### src/rtl/qea_run_sequencer.sv
// Run sequencer for the QEA core: loads gate context, seeds the state RAM, starts the core and
// streams the result rows out. Define QEA_SEQ_CYCLE_COUNT_EN to add the o_exec_cycles counter.
module qea_run_sequencer #(
   parameter int PE_NUM_WIDTH            = 2,
   parameter int PE_NUM                  = 4,
   parameter int MAX_QBIT_WIDTH          = 6,
   parameter int STATE_DATA_WIDTH        = 64,
   parameter int STATE_ADDR_WIDTH        = 16,
   parameter int GATE_CONTEXT_DATA_WIDTH = 64,
   parameter int GATE_CONTEXT_ADDR_WIDTH = 16
) (
   input  logic                                 clk,
   input  logic                                 rst_n,
   input  logic                                 i_cmd_valid,
   output logic                                 o_cmd_ready,
   input  logic [MAX_QBIT_WIDTH-1:0]            i_cmd_qbit_num,
   input  logic [GATE_CONTEXT_ADDR_WIDTH-1:0]   i_cmd_ins_num,
   input  logic                                 i_abort,
   input  logic                                 i_ctx_valid,
   output logic                                 o_ctx_ready,
   input  logic [GATE_CONTEXT_DATA_WIDTH-1:0]   i_ctx_data,
   output logic                                 o_rd_valid,
   input  logic                                 i_rd_ready,
   output logic [PE_NUM*STATE_DATA_WIDTH-1:0]   o_rd_data,
   output logic                                 o_rd_last,
   output logic                                 o_err,
   output logic                                 o_busy,
   output logic                                 o_qea_start,
   output logic [MAX_QBIT_WIDTH-1:0]            o_qea_qbit_num,
   output logic                                 o_qea_ctx_en,
   output logic                                 o_qea_ctx_wea,
   output logic [GATE_CONTEXT_ADDR_WIDTH-1:0]   o_qea_ctx_addr,
   output logic [GATE_CONTEXT_DATA_WIDTH-1:0]   o_qea_ctx_data,
   output logic                                 o_qea_state_ena,
   output logic                                 o_qea_state_wea,
   output logic [STATE_ADDR_WIDTH-1:0]          o_qea_state_addra,
   output logic [PE_NUM*STATE_DATA_WIDTH-1:0]   o_qea_state_dina,
   input  logic                                 i_qea_complete,
`ifdef QEA_SEQ_CYCLE_COUNT_EN
   output logic [31:0]                          o_exec_cycles,
`endif
   input  logic [PE_NUM*STATE_DATA_WIDTH-1:0]   i_qea_state_dout
);

   localparam int ROW_W = PE_NUM * STATE_DATA_WIDTH;
   // Q2.30 real part of 1.0 in the upper half, imaginary part zero
   localparam logic [STATE_DATA_WIDTH-1:0] AMP_ONE = {2'b01, {(STATE_DATA_WIDTH-2){1'b0}}};
   localparam logic [ROW_W-1:0] INIT_ROW0 =
      {AMP_ONE, {((PE_NUM-1)*STATE_DATA_WIDTH){1'b0}}};

   typedef enum logic [2:0] {
      StIdle, StLoadCtx, StInitState, StStart, StRun, StReadAddr, StReadWait, StReadHold
   } state_e;

   state_e                              state_q;
   logic [GATE_CONTEXT_ADDR_WIDTH-1:0]  ins_q;
   logic [GATE_CONTEXT_ADDR_WIDTH-1:0]  ctx_idx_q;
   logic [STATE_ADDR_WIDTH-1:0]         rows_last_q;
   logic [STATE_ADDR_WIDTH-1:0]         row_q;

   logic                                cmd_fire;
   logic                                qbit_ok;
   logic [MAX_QBIT_WIDTH-1:0]           shamt;
   logic [STATE_ADDR_WIDTH:0]           rows_full;
   logic [STATE_ADDR_WIDTH-1:0]         cmd_rows_last;
   logic                                ctx_last;
   logic                                row_last;

   always_comb begin
      cmd_fire      = (state_q == StIdle) && i_cmd_valid && o_cmd_ready;
      qbit_ok       = (int'(i_cmd_qbit_num) > PE_NUM_WIDTH) &&
                      (int'(i_cmd_qbit_num) <= STATE_ADDR_WIDTH + PE_NUM_WIDTH);
      shamt         = i_cmd_qbit_num - MAX_QBIT_WIDTH'(PE_NUM_WIDTH);
      // One extra bit so a full 2^STATE_ADDR_WIDTH row count wraps to an all-ones last index
      rows_full     = (STATE_ADDR_WIDTH+1)'(1) << shamt;
      cmd_rows_last = rows_full[STATE_ADDR_WIDTH-1:0] - STATE_ADDR_WIDTH'(1);
      ctx_last      = (ctx_idx_q == ins_q - GATE_CONTEXT_ADDR_WIDTH'(1));
      row_last      = (row_q == rows_last_q);
   end

   always_ff @(posedge clk or negedge rst_n) begin
      if (!rst_n) begin
         state_q           <= StIdle;
         ins_q             <= '0;
         ctx_idx_q         <= '0;
         rows_last_q       <= '0;
         row_q             <= '0;
         o_cmd_ready       <= 1'b0;
         o_ctx_ready       <= 1'b0;
         o_rd_valid        <= 1'b0;
         o_rd_data         <= '0;
         o_rd_last         <= 1'b0;
         o_err             <= 1'b0;
         o_busy            <= 1'b0;
         o_qea_start       <= 1'b0;
         o_qea_qbit_num    <= '0;
         o_qea_ctx_en      <= 1'b0;
         o_qea_ctx_wea     <= 1'b0;
         o_qea_ctx_addr    <= '0;
         o_qea_ctx_data    <= '0;
         o_qea_state_ena   <= 1'b0;
         o_qea_state_wea   <= 1'b0;
         o_qea_state_addra <= '0;
         o_qea_state_dina  <= '0;
      end else begin
         o_err           <= 1'b0;
         o_qea_start     <= 1'b0;
         o_qea_ctx_en    <= 1'b0;
         o_qea_ctx_wea   <= 1'b0;
         o_qea_state_ena <= 1'b0;
         o_qea_state_wea <= 1'b0;
         if (state_q != StIdle && i_abort) begin
            state_q     <= StIdle;
            o_cmd_ready <= 1'b1;
            o_busy      <= 1'b0;
            o_ctx_ready <= 1'b0;
            o_rd_valid  <= 1'b0;
            o_rd_last   <= 1'b0;
         end else begin
            case (state_q)
               StIdle: begin
                  o_cmd_ready <= 1'b1;
                  if (cmd_fire) begin
                     if (!qbit_ok) begin
                        o_err <= 1'b1;
                     end else begin
                        o_cmd_ready    <= 1'b0;
                        o_busy         <= 1'b1;
                        o_qea_qbit_num <= i_cmd_qbit_num;
                        ins_q          <= i_cmd_ins_num;
                        rows_last_q    <= cmd_rows_last;
                        ctx_idx_q      <= '0;
                        row_q          <= '0;
                        if (i_cmd_ins_num == '0) begin
                           state_q           <= StInitState;
                           o_qea_state_ena   <= 1'b1;
                           o_qea_state_wea   <= 1'b1;
                           o_qea_state_addra <= '0;
                           o_qea_state_dina  <= INIT_ROW0;
                        end else begin
                           state_q     <= StLoadCtx;
                           o_ctx_ready <= 1'b1;
                        end
                     end
                  end
               end
               StLoadCtx: begin
                  if (i_ctx_valid && o_ctx_ready) begin
                     o_qea_ctx_en   <= 1'b1;
                     o_qea_ctx_wea  <= 1'b1;
                     o_qea_ctx_addr <= ctx_idx_q;
                     o_qea_ctx_data <= i_ctx_data;
                     ctx_idx_q      <= ctx_idx_q + GATE_CONTEXT_ADDR_WIDTH'(1);
                     if (ctx_last) begin
                        state_q           <= StInitState;
                        o_ctx_ready       <= 1'b0;
                        o_qea_state_ena   <= 1'b1;
                        o_qea_state_wea   <= 1'b1;
                        o_qea_state_addra <= '0;
                        o_qea_state_dina  <= INIT_ROW0;
                     end
                  end
               end
               // row_q tracks the row currently presented on the state RAM port
               StInitState: begin
                  if (row_last) begin
                     state_q     <= StStart;
                     o_qea_start <= 1'b1;
                  end else begin
                     row_q             <= row_q + STATE_ADDR_WIDTH'(1);
                     o_qea_state_ena   <= 1'b1;
                     o_qea_state_wea   <= 1'b1;
                     o_qea_state_addra <= row_q + STATE_ADDR_WIDTH'(1);
                     o_qea_state_dina  <= '0;
                  end
               end
               StStart: begin
                  state_q <= StRun;
               end
               StRun: begin
                  if (i_qea_complete) begin
                     state_q           <= StReadAddr;
                     row_q             <= '0;
                     o_qea_state_ena   <= 1'b1;
                     o_qea_state_addra <= '0;
                  end
               end
               StReadAddr: begin
                  state_q <= StReadWait;
               end
               StReadWait: begin
                  state_q    <= StReadHold;
                  o_rd_data  <= i_qea_state_dout;
                  o_rd_valid <= 1'b1;
                  o_rd_last  <= row_last;
               end
               StReadHold: begin
                  if (i_rd_ready) begin
                     o_rd_valid <= 1'b0;
                     o_rd_last  <= 1'b0;
                     if (row_last) begin
                        state_q     <= StIdle;
                        o_cmd_ready <= 1'b1;
                        o_busy      <= 1'b0;
                     end else begin
                        state_q           <= StReadAddr;
                        row_q             <= row_q + STATE_ADDR_WIDTH'(1);
                        o_qea_state_ena   <= 1'b1;
                        o_qea_state_addra <= row_q + STATE_ADDR_WIDTH'(1);
                     end
                  end
               end
               default: begin
                  state_q <= StIdle;
               end
            endcase
         end
      end
   end

`ifdef QEA_SEQ_CYCLE_COUNT_EN
   // Counts the START cycle plus every RUN cycle before complete is first seen
   always_ff @(posedge clk or negedge rst_n) begin
      if (!rst_n) begin
         o_exec_cycles <= '0;
      end else if (cmd_fire && qbit_ok) begin
         o_exec_cycles <= '0;
      end else if ((state_q == StStart || (state_q == StRun && !i_qea_complete)) &&
                   o_exec_cycles != 32'hFFFF_FFFF) begin
         o_exec_cycles <= o_exec_cycles + 32'd1;
      end
   end
`endif

endmodule

### config.mk
export PLATFORM = sky130hd
export DESIGN_NAME = qea_run_sequencer
export DESIGN_NICKNAME = d
export VERILOG_FILES = /design/src/rtl/qea_run_sequencer.sv
export SDC_FILE = /design/constraint.sdc
export NUM_CORES = 1
export LEC_CHECK = 0
export CAP_MARGIN = 5
export CORE_AREA = 2 2 376 378
export CTS_CLUSTER_SIZE = 25
export DETAILED_ROUTE_END_ITERATION = 10
export DIE_AREA = 0 0 378 380
export GPL_TIMING_DRIVEN = 0
export PLACE_DENSITY = 0.35
export SYNTH_ARGS = -nofsm -noshare
export SYNTH_HDL_FRONTEND = slang
export SYNTH_SLANG_ARGS = --single-unit
### constraint.sdc
create_clock -name clk -period 6 [get_ports clk]
set_clock_uncertainty 0.2 [all_clocks]
set_input_delay 1.2 -clock clk [delete_from_list [all_inputs] [get_ports clk]]
set_output_delay 1.2 -clock clk [all_outputs]
set_load 0.02 [all_outputs]
==> results of run 1 <==
==> critical path, cell delays in order <==
cell	delay, ns
clkdlybuf4s50_1	0.64
clkbuf_1	0.39
inv_1	0.24
ha_1	0.35
and2_1	0.19
a21oi_1	0.14
o32ai_1	0.18
and3_1	0.30
nand3_1	0.10
ha_1	0.14
clkbuf_1	0.35
o21ai_0	0.21
a21o_1	0.28
or2_2	0.32
a31oi_1	0.17
==> metal layers <==
| layer | wire length (µm) | GRT usage, % |
|---|---|---|
| met1 | 41200 | 16.2 |
| met2 | 50200 | 24.0 |
| met3 | 9310 | 5.53 |
| met4 | 1710 | 2.73 |
| met5 | 390 | 0 |
==> power by group through the flow <==
stage | Sequential (µW) | Combinational (µW) | Clock, µW
floorplan | 6080 | 1840 | 0
global placement | 4980 | 6670 | 0
detailed placement | 4960 | 6650 | 0
CTS | 4940 | 6670 | 4040
global route | 5090 | 6960 | 4150
finish | 4920 | 6500 | 3880
==> synthesized netlist by cell type, types with 3 or more instances <==
cell type / n / share of area, %
nand2_1: 877 / 16
dfrtp_1: 436 / 54
buf_4: 256 / 9.5
clkbuf_1: 91 / 1.7
mux2_2: 80 / 4.4
nor2_1: 65 / 1.2
o21ai_0: 58 / 1.4
xor2_1: 34 / 1.5
a21oi_1: 26 / 0.64
xnor2_1: 24 / 1.0
buf_1: 18 / 0.33
nor3_1: 18 / 0.44
nand3_1: 16 / 0.39
or3_1: 13 / 0.40
and3_1: 12 / 0.37
inv_1: 11 / 0.20
nor4_1: 11 / 0.34
a31oi_1: 10 / 0.31
a32o_1: 10 / 0.49
o31ai_1: 10 / 0.37
mux2i_1: 7 / 0.34
nand4_1: 7 / 0.22
and2_1: 6 / 0.18
ha_1: 6 / 0.37
nand2b_1: 6 / 0.18
nor2b_1: 5 / 0.15
or2_2: 5 / 0.15
a211oi_1: 4 / 0.15
a22oi_1: 4 / 0.15
o31a_1: 4 / 0.17
o32a_1: 4 / 0.20
a211o_1: 3 / 0.13
a21o_1: 3 / 0.11
o21a_1: 3 / 0.11
o22ai_1: 3 / 0.092
or4_1: 3 / 0.11
==> worst paths after layout <==
check,to,depth (start not counted)
setup / recovery,rows_last_q[14]$_DFFE_PN0P_,15
hold / removal,o_rd_data[54]$_DFFE_PN0P_,2
setup reg to reg,o_qea_ctx_data[48]$_DFFE_PN0P_,7
hold reg to reg,o_rd_data[54]$_DFFE_PN0P_,2
max in group asynchronous,o_rd_data[31]$_DFFE_PN0P_,3
min in group asynchronous,o_qea_ctx_data[6]$_DFFE_PN0P_,1
==> flip-flops by register name (all words and copies together) (netlist names), 3 cells and up <==
register	flops
o_qea_ctx_data	64
state_q	3
o_qea_ctx_addr	16
ins_q	16
rows_last_q	16
ctx_idx_q	16
o_rd_data	256
row_q	16
o_qea_qbit_num	6
o_qea_state_addra	16
==> logic make-up (layout without fill, tap and decap cells) <==
logic type / Yosys count / after routing / synth area share (%)
flops: 436 / 436 / 53.7
buf+inv: 379 / 1210 / 11.8
fa+ha+maj: 6 / 6 / 0.369
xor+xnor: 58 / 58 / 2.50
other cells: 1 / 262 / 0.0185
simple gates: 1063 / 1063 / 21.2
mux: 87 / 87 / 4.78
compound gates: 169 / 169 / 5.63
==> stage by stage <==
stage / setup TNS, ns / area [µm²] / setup slack, ns
after floorplan: 0 / 21300 / 1.96
after global placement: -8481.18 / 30800 / -19.57
after detailed placement: 0 / 30900 / 0.543
after CTS: 0 / 33000 / 1.27
after global routing: 0 / 33000 / 0.873
final: 0 / 33000 / 1.16
==> area by class of cell <==
| class | instances | area, µm² | share of cell area (%) |
|---|---|---|---|
| well taps | 1876 | 2350 | 7.10 |
| flip-flops and latches | 436 | 10900 | 33.0 |
| diodes | 7 | 17.5 | 0.0530 |
| clock inverters | 24 | 344 | 1.04 |
| multi-input cells | 1638 | 7970 | 24.1 |
| inverters | 13 | 48.8 | 0.148 |
| plain buffers | 366 | 2340 | 7.09 |
| repair buffers | 722 | 7320 | 22.2 |
| clock buffers | 85 | 1740 | 5.26 |
==> reports/metrics.csv, run 1 <==
metric,value,unit
clk_pin_slew,0.06,ns
clock_sinks,436,
slew_viol_final,0,
ys_ff_latch,436,
min_from,o_rd_data[54]$_DFFE_PN0P_,
n_fill_cell,15320,
setup_viol,0,
clkPwrFrac,25.4,%
syn2layout_area_growth,62.6,%
synth_edf_count,0,
leakage,0.0155,µW
die_w,378,µm
place_inst,5051,
post-route-util,23.7,%
grt-ovfl-total,0,
grt_pass1_vias,18026,
cts_buffers,61,
clk_path_buf_depth,3,
synthCells,2199,
antenna_found_initial,41,
ir_drop,0.270,mV
hold_viol,0,
vias,18053,
post_cts_buffers,0,
routedWlPerCell,19.9,µm
sw_frac_of_total,39.2,%
drtAntennaViolNets,0,
ios,974,
cp.arrival,5.22,ns
ys_seq_area_share,53.7,%
status,completed,
place_congestion,0.800,
tightestPinTransition,1.21,ns
power,15300,µW
track_usage,13.9,%
clkLatencyLatePin,0.65,ns
seqPwrFrac,32.1,%
cp-end-kind,register,
cp-start-kind,input port,
timing.final.crit_share,80.7,%
critical_path_class,in2reg,
async_flop_share,100,%
intPower,9300,µW
routed_wl,103,mm
ys.flop_type,dfrtp_1,
die_area,144000,µm²
hold_buffers,0,
drc,0,
vias_per_cell,3.49,
ys_warn_count,0,
hold_path_class,reg2reg,
yosysUniqueCellTypes,72,
grt_pass1_wl,143,mm
post-dp-hpwl,82.5,mm
max_clock_freq,206,MHz
port_buffers,716,
core,139000,µm²
final_cells,5167,
min_period,4.84,ns
syn_area,20300,µm²
num_rows,137,
most-common-layout-cells,"877 x nand2_1, 715 x clkdlybuf4s50_1, 436 x dfrtp_1",
cts_htree_levels,2,
final_common_cell,nand2_1,
power_switching,6000,µW
first_pass_iters,5,
drtIter0Drc,727,
hold_slack,0.271,ns
pwr-share-comb,42.5,%
cts-resized-gates,0,
fp.dieH,380,µm
layout.nets,3593,
relSlewSlack,19.1,%
grt_max_degree,101,
max_cap_viol_count,0,
ff2ff_setup_slack,2.10,ns
cts_tree,yes,
root_buffer,clkbuf_16,
rsz0062_at_grt,false,
drive_gt1_share,13.8,%
cp_max_fo,10,
avgSynthCellArea,9.24,µm²
cp.required,6.37,ns
cellPowerDensity,463,nW/µm²
crit_path_start,i_cmd_qbit_num[1],
start_util,14.6,%
reg2reg_from,state_q[1]$_DFFE_PN0P_,
No activity file was read; power rests on OpenSTA's default activity.
==> run 2: changes to the inputs <==
Clock period 6 ns to 5 ns, I/O delays scaled along.
==> results of run 2 <==
Same layout as run 1 (identical final DEF). Status: completed.
Main changes from that run: setup slack after placement 0.543 ns -> -0.257 ns; setup slack after layout 1.16 ns -> 0.356 ns; hold slack 0.271 ns -> 0.138 ns; register-to-register setup slack 2.10 ns -> 1.10 ns; total power 15300 µW -> 18400 µW; worst IR drop on VDD 0.270 mV -> 0.324 mV
==> run 3: changes to the inputs <==
Settings changed: CORE_AREA 2 2 376 378 to 2 2 382 384, DIE_AREA 0 0 378 380 to 0 0 384 386, GPL_TIMING_DRIVEN 0 to not set, PLACE_DENSITY 0.35 to 0.34.
==> run 3 against run 2 <==
Final cell count is 5.5% lower; routed wire length is 7.3% lower; register-to-register slack better by 0.32 ns; critical path type unchanged; highest routed layer unchanged.
==> reports/metrics.csv, run 3 (synthesized netlist as in run 1, its figures left out) <==
metric,value,unit,change
clk_pin_slew,0.06,ns,about the same
finalSetupTns,0,ns,unchanged
drive_gt1_share,7.82,%,-6.0 points
critical_path_class,in2reg,,
die_area,148000,µm²,+3.2%
cts-resized-gates,0,,unchanged
rsz0062_at_grt,false,,
post-dp-hpwl,72.1,mm,-13%
ir_drop,0.248,mV,
max_cap_viol_count,0,,unchanged
timing.rr.end,o_qea_state_addra[1]$_DFFE_PN0P_,,
first_pass_iters,5,,unchanged
hold_buffers,0,,unchanged
largest-register,o_rd_data,,
clk_path_buf_depth,3,,unchanged
grt_max_degree,114,,+13%
layout.nets,3260,,-9.3%
cp-start-kind,input port,,
clock_sinks,436,,unchanged
largest_registers,"o_rd_data: 256 flops, o_qea_ctx_data: 64 flops",,
max_clock_freq,274,MHz,
crit_end,o_qea_state_addra[12]$_DFFE_PN0P_,,
cts_tree,yes,,
slew_viol_final,0,,unchanged
final_common_cell,nand2_1,,
syn2layout_area_growth,53.4,%,
min_period,3.65,ns,
crit_path_start,i_cmd_qbit_num[0],,
port_buffers,718,,+0.28%
routed_wl,95.3,mm,-7.3%
root_buffer,clkbuf_16,,
fp.dieH,386,µm,+1.6%
grt-ovfl-total,0,,unchanged
drc,0,,unchanged
die_w,384,µm,+1.6%
ios,974,,unchanged
grt_pass1_wl,132,mm,-7.7%
status,completed,,
rr_worst_depth,8,,+1
setup_viol,0,,unchanged
grt_pass1_vias,17068,,-5.3%
power,18300,µW,
core,145000,µm²,+3.8%
ff2ff_setup_slack,1.42,ns,
place_congestion,0.799,,-0.18%
most-common-layout-cells,"877 x nand2_1, 717 x clkdlybuf4s50_1, 436 x dfrtp_1",,
timing.final.crit_share,73.0,%,
routedWlPerCell,19.5,µm,-1.9%
cts_buffers,66,,+8.2%
vias_per_cell,3.48,,-0.36%
cellPowerDensity,586,nW/µm²,
vias,16992,,-5.9%
cp.arrival,4.03,ns,
tightestPinTransition,1.18,ns,-0.0319 ns
antenna_found_initial,51,,+24%
cp-end-kind,register,,
post-route-util,21.6,%,-2.2 points
relSlewSlack,21.2,%,+2.1 points
num_rows,140,,+2.2%
cp.required,5.38,ns,
largest_register_ffs,256,,unchanged
post_cts_buffers,0,,unchanged
drtAntennaViolNets,0,,unchanged
start_util,14.1,%,-0.54 points
cp_max_fo,20,,+10
leakage,0.0142,µW,-8.4%
clkLatencyLatePin,0.65,ns,about the same
track_usage,12.5,%,-1.4 points
reg2reg_from,ins_q[0]$_DFFE_PN0P_,,
hold_viol,0,,unchanged
cts_htree_levels,3,,+1
drtIter0Drc,874,,+20%
hold_path_class,in2async,,
-- run 3: cell count changes in the layout (fill, tap and decap cells not counted), moves of 2 or more --
cell / delta
clkbuf_8: +10
clkinv_2: -5
clkinvlp_4: -4
clkbuf_1: -87
buf_12: +12
buf_6: -2
clkinv_8: +2
clkbuf_16: +5
buf_4: -236
buf_1: -18
buf_16: -5
bufinv_16: -4
diode_2: +2
clkdlybuf4s50_1: +2
-- run 3: worst min-delay path by stage --
stage                     slack [ns]  cells past startpoint                    endpoint                        from
after detailed placement        0.26                      2   o_rd_data[96]$_DFFE_PN0P_   o_rd_data[96]$_DFFE_PN0P_
after CTS                       0.23                      1        row_q[5]$_DFFE_PN0P_                       rst_n
after floorplan                 0.27                      2       ins_q[15]$_DFFE_PN0P_       ins_q[15]$_DFFE_PN0P_
final                           0.25                      1        row_q[4]$_DFFE_PN0P_                       rst_n
after global placement          0.26                      2  o_rd_data[132]$_DFFE_PN0P_  o_rd_data[132]$_DFFE_PN0P_
after global routing            0.25                      1  o_rd_data[249]$_DFFE_PN0P_                       rst_n
-- run 3: where the power goes --
group | switching (µW) | internal, µW
clock | 1910 | 2930
combinational | 4160 | 3310
sequential | 1020 | 4940
-- run 3: per-layer routing --
metal	GRT usage (%)	share of wire, %	vias to the layer above	routed length (µm)
met1	15.1	41	8155	39200
met4	3.04	2.0	70	1900
met5	0	0.47	-	448
met2	19.9	47	576	44800
met3	5.91	9.4	171	9000
li1	-	-	8020	-
-- run 3: worst max-delay path: stages --
cell and delay (ns):
clkdlybuf4s50_1 0.85, a211o_1 0.21, nand2_1 0.09, and3_2 0.40, and2_1 0.28, o22ai_1 0.90
a32o_1 0.28
-- run 3: cell type report --
type                            count  area, µm²
Clock buffer                      104       2020
Multi-Input combinational cell   1638       7980
Antenna cell                        9       22.5
Clock inverter                     14        200
Tap cell                         1917       2400
Inverter                           13       51.3
Fill cell                       15876     113000
Sequential cell                   436      10900
Timing Repair Buffer              750       7580
-- run 3: per-stage QoR --
stage	cell area, µm²	hold WS (ns)	cells	setup WS [ns]
detailed placement	28900	0.261	4754	0.644
floorplan	21300	0.267	2453	1.16
global route	31100	0.253	4874	1.15
global placement	28900	0.257	4754	0.696
finish	31200	0.250	4881	1.35
CTS	31100	0.228	4872	1.35
